**src/rtl/automata_stage_pipe.sv**
```systemverilog
// automata_stage_pipe
// Forwards the symbol stream and its stream-reset flag through a PIPE_DEPTH
// register pipeline, and collects this stage's automata report bits into a
// sticky vector plus a timestamped report FIFO drained over valid/ready.
// Optional feature macro: AUTOMATA_STAGE_FIRST_HIT_EN (first report cycle
// capture). When undefined, first_hit_valid/first_hit_cycle are tied to 0.
module automata_stage_pipe #(
  parameter int SYM_W       = 8,
  parameter int NUM_REPORTS = 16,
  parameter int PIPE_DEPTH  = 1,
  parameter int FIFO_DEPTH  = 4,
  parameter int CNT_W       = 16
) (
  input  logic                   clk,
  input  logic                   rst_n,
  input  logic                   run,
  input  logic                   sym_reset,
  input  logic [SYM_W-1:0]       in_symbols,
  input  logic [NUM_REPORTS-1:0] reports,
  input  logic                   clear_sticky,
  output logic [SYM_W-1:0]       out_symbols,
  output logic                   out_reset,
  output logic [NUM_REPORTS-1:0] sticky,
  output logic                   overflow,
  output logic                   rpt_valid,
  input  logic                   rpt_ready,
  output logic [NUM_REPORTS-1:0] rpt_vec,
  output logic [CNT_W-1:0]       rpt_cycle,
  output logic                   first_hit_valid,
  output logic [CNT_W-1:0]       first_hit_cycle
);

  localparam int AW = (FIFO_DEPTH > 1) ? $clog2(FIFO_DEPTH) : 1;

  // ---------------------------------------------------------------------
  // Symbol / stream-reset pipeline
  // ---------------------------------------------------------------------
  logic [SYM_W-1:0] sym_pipe [PIPE_DEPTH];
  logic             rst_pipe [PIPE_DEPTH];

  // Shift symbol and reset bit together, only on run cycles.
  always_ff @(posedge clk or negedge rst_n) begin
    if (!rst_n) begin
      for (int unsigned i = 0; i < PIPE_DEPTH; i++) begin
        sym_pipe[i] <= '0;
        rst_pipe[i] <= 1'b1;
      end
    end else if (run) begin
      sym_pipe[0] <= in_symbols;
      rst_pipe[0] <= sym_reset;
      for (int unsigned i = 1; i < PIPE_DEPTH; i++) begin
        sym_pipe[i] <= sym_pipe[i-1];
        rst_pipe[i] <= rst_pipe[i-1];
      end
    end
  end

  assign out_symbols = sym_pipe[PIPE_DEPTH-1];
  assign out_reset   = rst_pipe[PIPE_DEPTH-1];

  // ---------------------------------------------------------------------
  // Run-cycle counter
  // ---------------------------------------------------------------------
  logic [CNT_W-1:0] cnt;

  // Count run cycles; a stream reset on a run cycle restarts at zero.
  always_ff @(posedge clk or negedge rst_n) begin
    if (!rst_n) begin
      cnt <= '0;
    end else if (run) begin
      if (sym_reset) cnt <= '0;
      else           cnt <= cnt + 1'b1;
    end
  end

  // ---------------------------------------------------------------------
  // Report FIFO
  // ---------------------------------------------------------------------
  logic [NUM_REPORTS-1:0] mem_vec   [FIFO_DEPTH];
  logic [CNT_W-1:0]       mem_cycle [FIFO_DEPTH];
  logic [AW-1:0]          wr_ptr;
  logic [AW-1:0]          rd_ptr;
  logic [AW:0]            count;
  logic                   full;
  logic                   rpt_event;
  logic                   pop;
  logic                   push;
  logic                   drop;

  // Event/handshake decode. Full is count's MSB since FIFO_DEPTH is a
  // power of two; a pop in the same cycle frees a slot for the push.
  always_comb begin
    rpt_event = run && (reports != '0);
    full      = (count == (AW+1)'(FIFO_DEPTH));
    pop       = rpt_valid && rpt_ready;
    push      = rpt_event && (!full || pop);
    drop      = rpt_event && full && !pop;
  end

  // Storage array; no reset needed because the head is masked while empty.
  always_ff @(posedge clk) begin
    if (push) begin
      mem_vec[wr_ptr]   <= reports;
      mem_cycle[wr_ptr] <= cnt;
    end
  end

  // Pointer and occupancy bookkeeping; pointers wrap naturally at AW bits.
  always_ff @(posedge clk or negedge rst_n) begin
    if (!rst_n) begin
      wr_ptr <= '0;
      rd_ptr <= '0;
      count  <= '0;
    end else begin
      if (push) wr_ptr <= wr_ptr + 1'b1;
      if (pop)  rd_ptr <= rd_ptr + 1'b1;
      case ({push, pop})
        2'b10:   count <= count + 1'b1;
        2'b01:   count <= count - 1'b1;
        default: count <= count;
      endcase
    end
  end

  // Head entry presentation; reads zero whenever the FIFO is empty.
  always_comb begin
    rpt_valid = (count != '0);
    rpt_vec   = '0;
    rpt_cycle = '0;
    if (rpt_valid) begin
      rpt_vec   = mem_vec[rd_ptr];
      rpt_cycle = mem_cycle[rd_ptr];
    end
  end

  // ---------------------------------------------------------------------
  // Sticky report vector and overflow flag
  // ---------------------------------------------------------------------

  // Accumulate reports; a same-cycle report survives a clear.
  always_ff @(posedge clk or negedge rst_n) begin
    if (!rst_n) begin
      sticky <= '0;
    end else if (clear_sticky) begin
      sticky <= run ? reports : '0;
    end else if (run) begin
      sticky <= sticky | reports;
    end
  end

  // Overflow is set by a dropped push, which takes priority over a clear.
  always_ff @(posedge clk or negedge rst_n) begin
    if (!rst_n) begin
      overflow <= 1'b0;
    end else if (drop) begin
      overflow <= 1'b1;
    end else if (clear_sticky) begin
      overflow <= 1'b0;
    end
  end

  // ---------------------------------------------------------------------
  // First-hit capture
  // ---------------------------------------------------------------------
`ifdef AUTOMATA_STAGE_FIRST_HIT_EN
  logic             fh_valid;
  logic [CNT_W-1:0] fh_cycle;

  // Latch the cycle of the first event after reset/clear; a clear with a
  // same-cycle event re-arms and captures that event immediately.
  always_ff @(posedge clk or negedge rst_n) begin
    if (!rst_n) begin
      fh_valid <= 1'b0;
      fh_cycle <= '0;
    end else if (clear_sticky) begin
      fh_valid <= rpt_event;
      fh_cycle <= rpt_event ? cnt : '0;
    end else if (rpt_event && !fh_valid) begin
      fh_valid <= 1'b1;
      fh_cycle <= cnt;
    end
  end

  assign first_hit_valid = fh_valid;
  assign first_hit_cycle = fh_cycle;
`else
  assign first_hit_valid = 1'b0;
  assign first_hit_cycle = '0;
`endif

endmodule

```
**config.mk**
```make
export PLATFORM = sky130hd
export DESIGN_NAME = automata_stage_pipe
export DESIGN_NICKNAME = d
export VERILOG_FILES = /design/src/rtl/automata_stage_pipe.sv
export SDC_FILE = /design/constraint.sdc
export NUM_CORES = 1
export LEC_CHECK = 0
export CORE_ASPECT_RATIO = 0.9
export CORE_UTILIZATION = 40
export CTS_BUF_LIST = sky130_fd_sc_hd__clkbuf_4 sky130_fd_sc_hd__clkbuf_8 sky130_fd_sc_hd__clkbuf_16
export DETAILED_ROUTE_END_ITERATION = 8
export GPL_ROUTABILITY_DRIVEN = 0
export HOLD_SLACK_MARGIN = 0.03
export SKIP_CTS_REPAIR_TIMING = 1
export SYNTH_ARGS = -nofsm -noshare
export SYNTH_HDL_FRONTEND = slang
export SYNTH_SLANG_ARGS = --single-unit
```
**constraint.sdc**
```tcl
create_clock -name clk -period 2.4 [get_ports clk]
set_input_delay 0.48 -clock clk [delete_from_list [all_inputs] [get_ports clk]]
set_output_delay 0.48 -clock clk [all_outputs]
set_load 0.05 [all_outputs]
```
==> run_results.csv, run 1 <==
group,metric,value,unit
synth,yosysMostFrequentCell,"edfxtp_1",
floorplan,die_h,130,µm
sta,drv_slew,0,
synth,yosys.area_share.simple,9.01,%
synth,synth_commonest_cells,"edfxtp_1 (128), dfrtp_1 (48), mux4_2 (32), nor2b_1 (32), nand2_1 (30)",
cts,insertion_delay,0.43,ns
worst_setup_path,required,1.92,ns
floorplan,ioPinCount,106,
power,clkPwrFrac,21.6,%
cts,cts.sinks,177,
sta,whs,0.0286,ns
worst_setup_path,cp.arrival,1.98,ns
drt,vias,4162,
worst_setup_path,crit_start,"rd_ptr[0]",
cts,cts_tree,"yes",
placed_design,dpl.hpwl,10.6,mm
cells_and_area,nNetsFinal,623,
synth,yosys_warnings,0,
synth,synth.avg_cell_area,16.5,µm²
worst_setup_path,startpoint_type,"register",
worst_setup_path,end_kind,"output pin",
power,switching_share,34.8,%
run,maxCapViolations,0,
drt,wl_per_cell,18.7,µm
grt,grt_overflow,0,
drt,ant_nets,0,
synth,synthMuxAreaShare,12.0,%
synth,synth-xor-area-share,1.32,%
placed_design,port_buffers,88,
synth,ys_ff_latch,177,
synth,yosysTopAreaCell,"edfxtp_1",
power,peakVddDrop,847,µV
floorplan,die_w,145,µm
synth,syn_area,0.00731,mm²
sta,finClkSkew,0.00857,ns
drt,vias_per_cell,4.95,
cts,clockRootBuffer,"clkbuf_16",
synth,yosysSeqAreaShare,69.3,%
sta,period_share,103,%
outcome,outcome,"finished, violations left",
power,p_comb_share,47.9,%
floorplan,die_area,0.0188,mm²
synth,synthAdderAreaFrac,1.13,%
synth,synth-compound-area-share,3.16,%
synth,synth_top_family_by_area,"multiplexers",
sta,setup_slack,-0.0618,ns
grt,grt_max_degree,27,
grt,antenna_found_initial,0,
worst_setup_path,rr_worst_depth,7,
sta,timing.fmax,0.406,GHz
sta,min_period,2.46,ns
placed_design,pre_cts_slack,-0.248,ns
drt,drt_iter0_drc,268,
grt,grt_pass1_wl,24.1,mm
cells_and_area,syn2layout_area_growth,37.3,%
floorplan,initial_core_util,41.1,%
worst_setup_path,r2r-start,"count[1]",
power,p_int,8.69,mW
drt,routed_wl,15.7,mm
synth,synth_edf_count,128,
power,p_total,13.3,mW
worst_setup_path,regToRegEndpoint,"count[2]",
worst_setup_path,regToRegSetupSlack,0.34,ns
power,pwr-share-seq,30.5,%
sta,setup_viol,28,
drt,drt_pass1_iterations,4,
outcome,violations,"negative setup slack",
cells_and_area,fin_util,56.5,%
cts,ctsLongestPathBuffers,2,
sta,relSlewSlack,60.4,%
synth,synth.distinct_cells,47,
synth,yosys-top-cells-area,"edfxtp_1 (53%), dfrtp_1 (16%), mux4_2 (9.9%), nor2b_1 (2.7%), buf_4 (2.1%)",
worst_setup_path,crit_end,"rpt_cycle[1]",
floorplan,core,0.0178,mm²
cts,htreeDepth,4,
sta,rsz0062_at_grt,"true",
cells_and_area,num_antenna_cells,0,
sta,finalHoldViolCount,0,
synth,synthArstFlopShare,27.7,%
synth,synth_flop_cell,"edfxtp_1",
power,power_switching,4.64,mW
synth,synth_top_cell_area_share,52.5,%
cts,cts_buffers,17,
cells_and_area,layout-drive-gt1-share,33.5,%
cts,clkTransAtPathRegs,0.07,ns
sta,worstMarginPinSlew,0.593,ns
worst_setup_path,crit_fanout,4,
worst_setup_path,critPathKind,"reg2out",
power,p_leak,3.87,nW
floorplan,fp-row-count,46,
worst_hold_path,hold_class,"in2async",
synth,synth_cells,443,
grt,globalRouteTotalUtil,17.7,%
power,powerDensity,1330,mW/mm²
grt,grt_pass1_vias,4289,
drt,drcViolationCount,0,
sta,tns,-0.966,ns
-- placed cells by master, fill, tap and decap left out, types with 2 or more instances in the layout --
master           count
clkinvlp_4           4
buf_12              41
ha_1                 5
nand2_1             30
clkinv_2             2
buf_8                2
o21ai_0             19
clkbuf_8             2
mux4_2              32
buf_6                2
a31oi_1              2
and2_1               4
nor2b_1              8
xor2_1               2
nor4_4               5
nor4_1               3
mux2i_1              2
a21oi_1              4
a31o_2               2
nor2b_2              2
clkdlybuf4s50_1     54
clkinv_4             2
edfxtp_1           128
a41o_1               2
dfrtp_1             47
nor3_1               4
buf_4               40
nor2_1              16
nand4_1              3
bufinv_16            4
clkbuf_16           18
or3_1                2
nor2b_4             22
inv_1               22
conb_1              17
nand3_1              2
mux2_2              10
xnor2_1              9
-- final cells by class --
type,instances,area [µm²]
multi-input combinational,226,2190
timing repair buffer,143,1770
clock inverter,14,190
clock buffer,18,433
sequential,177,5070
inverter,22,82.6
fill,1335,7740
tap,240,300
-- worst max-delay path, stage by stage, from the launching register on --
cell	delay (ns)
dfrtp_4	0.50
buf_12	0.15
buf_8	0.13
mux4_2	0.46
nor2b_4	0.16
buf_12	0.15
-- power by group through the flow --
stage	clock (mW)	sequential (mW)	combinational, mW
after floorplan	0	4.17	3.10
after global placement	0	4.12	5.80
after detailed placement	0	4.14	5.83
after CTS	2.92	4.09	5.85
after global routing	3.04	4.10	6.68
final	2.88	4.06	6.38
-- per-layer routing --
layer | up-vias | GRT usage, % | routed length [µm]
met3 | 16 | 4.22 | 688
met4 | 0 | 5.26 | 159
met5 | - | 0 | 0
met1 | 2129 | 23.7 | 7070
met2 | 108 | 28.8 | 7770
li1 | 1909 | - | -
-- cell families after synthesis --
group	Yosys count
buffers and inverters	56
muxes	46
xor gates and xnor gates	11
AOI/OAI and AO/OA	36
and+or+nand+nor	110
adders and majority gates	6
other	1
DFF	177
-- worst min path at each step --
stage	startpoint	to	slack, ns	cells after the start
floorplan	rst_n	cnt[0]	0.18	0
global placement	rst_n	sticky[1]	0.48	1
detailed placement	rst_n	sticky[1]	0.48	1
CTS	rst_n	sticky[3]	0.03	1
global route	rst_n	sticky[1]	0.04	1
finish	rst_n	sticky[3]	0.03	1
-- sequential cells by signal, summed over array words and instances, names as in the netlist --
name,flops
mem_cycle,64
mem_vec,64
cnt,16
sticky,16
out_symbols,8
count,3
rd_ptr,2
wr_ptr,2
out_reset,1
overflow,1
-- per-stage QoR --
stage          std cells  area, µm²
2_1_floorplan        459       7370
3_3_place_gp         802       9140
3_5_place_dp         802       9140
4_1_cts              834       9760
5_1_grt              840      10000
6_report             840      10000
(Power assumes the default switching activity.)
==> run 2: changes to the inputs <==
--- a/config.mk
+++ b/config.mk
@@ -6,10 +6,12 @@
 export NUM_CORES = 1
 export LEC_CHECK = 0
 export CORE_ASPECT_RATIO = 0.9
+export CORE_MARGIN = 8
 export CORE_UTILIZATION = 40
 export CTS_BUF_LIST = sky130_fd_sc_hd__clkbuf_4 sky130_fd_sc_hd__clkbuf_8 sky130_fd_sc_hd__clkbuf_16
 export DETAILED_ROUTE_END_ITERATION = 8
 export GPL_ROUTABILITY_DRIVEN = 0
+export GPL_TIMING_DRIVEN = 0
 export HOLD_SLACK_MARGIN = 0.03
 export SKIP_CTS_REPAIR_TIMING = 1
 export SYNTH_ARGS = -nofsm -noshare
==> run_results.csv, run 2 (same netlist as run 1, synthesis figures left out) <==
group,metric,value,unit
outcome,outcome,"completed",
sta,setup_viol,0,
sta,relSlewSlack,62.3,%
worst_setup_path,timing.critical_path.buf_inv,3,
drt,wl_per_cell,18.4,µm
drt,drcViolationCount,0,
drt,drt_pass1_iterations,4,
worst_setup_path,path_cells,"buf_8 -> buf_12 -> mux4_2 -> nor2b_1 -> buf_6",
grt,grt_overflow,0,
run,maxCapViolations,0,
drt,ant_nets,0,
floorplan,ioPinCount,106,
power,clkPwrFrac,23.1,%
floorplan,fp-row-count,47,
sta,worstMarginPinSlew,0.566,ns
cts,clockRootBuffer,"clkbuf_16",
cells_and_area,seq_area,0.00507,mm²
cts,ctsLongestPathBuffers,2,
worst_setup_path,crit_path_top_delay_cell,"mux4_2",
drt,routed_wl,15.3,mm
grt,grt_pass1_wl,23.9,mm
sta,rsz0062_at_grt,"true",
placed_design,dp.cells,797,
worst_setup_path,rr_worst_depth,7,
power,powerDensity,1250,mW/mm²
power,p_leak,3.60,nW
worst_setup_path,critPathKind,"reg2out",
drt,drt_iter0_drc,244,
power,p_comb_share,42.6,%
worst_setup_path,max_stage_delay,0.52,ns
placed_design,dpl.hpwl,10.1,mm
worst_setup_path,path_depth,5,
worst_setup_path,crit_fanout,10,
cells_and_area,syn2layout_area_growth,28.4,%
cells_and_area,fin_util,51.7,%
cts,htreeDepth,4,
cts,cts_tree,"yes",
cells_and_area,final_cells,833,
cells_and_area,final_common_cell,"edfxtp_1",
worst_setup_path,cp_top_family,"multiplexers",
sta,drv_slew,0,
cells_and_area,fillers,1490,
drt,vias,4044,
power,pwr-share-seq,34.3,%
floorplan,die_area,0.0229,mm²
drt,vias_per_cell,4.85,
sta,period_share,100,%
floorplan,die_w,159,µm
power,power_switching,4.38,mW
floorplan,initial_core_util,40.3,%
cells_and_area,nNetsFinal,611,
grt,globalRouteTotalUtil,13.9,%
cells_and_area,layout_common_cells,"edfxtp_1 (128), clkdlybuf4s50_1 (51), dfrtp_1 (48)",
sta,finClkSkew,0.00839,ns
floorplan,die_h,144,µm
cells_and_area,largestRegisters,"mem_cycle: 64 flops, mem_vec: 64 flops",
cts,clkTransAtPathRegs,0.07,ns
worst_setup_path,end_kind,"output pin",
power,peakVddDrop,661,µV
cts,cts.sinks,177,
cells_and_area,num_antenna_cells,0,
worst_hold_path,hold_class,"in2async",
power,p_int,7.33,mW
cells_and_area,multiInputGateArea,0.00205,mm²
worst_setup_path,cp.arrival,1.92,ns
cts,insertion_delay,0.42,ns
placed_design,port_buffers,88,
worst_setup_path,required,1.92,ns
cts,cts_buffers,17,
cells_and_area,layout-drive-gt1-share,28.1,%
worst_setup_path,startpoint_type,"register",
floorplan,core,0.0182,mm²
grt,grt_max_degree,29,
sta,finalHoldViolCount,0,
sta,timing.fmax,0.417,GHz
power,switching_share,37.4,%
grt,grt_pass1_vias,4280,
grt,antenna_found_initial,0,
sta,min_period,2.40,ns
run 2: final cells by class:
class,count,share of cell area (%)
plain buffers,34,2.89
clock buffers,17,4.53
clock inverters,15,1.68
inverters,22,0.879
multi-input cells,226,21.8
flip-flops and latches,177,54.0
well taps,245,3.26
repair buffers,97,11.0
run 2: through the flow:
step	TNS [ns]	total power [mW]	setup WS, ns	hold WS [ns]	area [µm²]
2_1_floorplan	0	7.27	0.160	0.184	7370
5_1_grt	-1.77	12.2	-0.0964	0.0688	9400
3_5_place_dp	-74.97	8.85	-0.703	0.496	8660
4_1_cts	-38.04	11.6	-1.19	0.0471	9250
6_report	0	11.7	0.00114	0.0482	9400
3_3_place_gp	-238.46	8.72	-1.45	0.493	8560
run 2: power groups by stage:
stage	Sequential, mW	Combinational (mW)	Clock [mW]
4_1_cts	4.00	4.80	2.76
3_5_place_dp	4.06	4.79	0
5_1_grt	4.05	5.29	2.89
6_report	4.01	4.99	2.71
2_1_floorplan	4.17	3.10	0
3_3_place_gp	4.06	4.67	0
run 2: final timing paths:
kind	from	slack, ns	end
worst min register to register	out_symbols[2]	0.51	out_symbols[2]
max in group asynchronous	rst_n	1.71	out_reset
min in group clk	reports[2]	0.48	mem_vec[1][2]
worst max register to register	count[1]	0.30	count[2]
worst max-delay path	rd_ptr[0]	0.001	rpt_vec[5]
worst min-delay path	rst_n	0.05	sticky[1]
run 2: routing by layer:
metal,wire [µm],global-route usage [%]
met3,663,3.59
met4,178,4.51
met5,0,0
met1,6650,17.9
met2,7800,22.6
==> run 3: changes to the inputs <==
--- a/config.mk
+++ b/config.mk
@@ -8,7 +8,7 @@
 export CORE_ASPECT_RATIO = 0.9
 export CORE_MARGIN = 8
 export CORE_UTILIZATION = 40
-export CTS_BUF_LIST = sky130_fd_sc_hd__clkbuf_4 sky130_fd_sc_hd__clkbuf_8 sky130_fd_sc_hd__clkbuf_16
+export CTS_BUF_LIST = sky130_fd_sc_hd__clkbuf_16
 export DETAILED_ROUTE_END_ITERATION = 8
 export GPL_ROUTABILITY_DRIVEN = 0
 export GPL_TIMING_DRIVEN = 0
==> results of run 3 <==
Same layout as run 2: the final DEF is identical, and so are final timing and power.
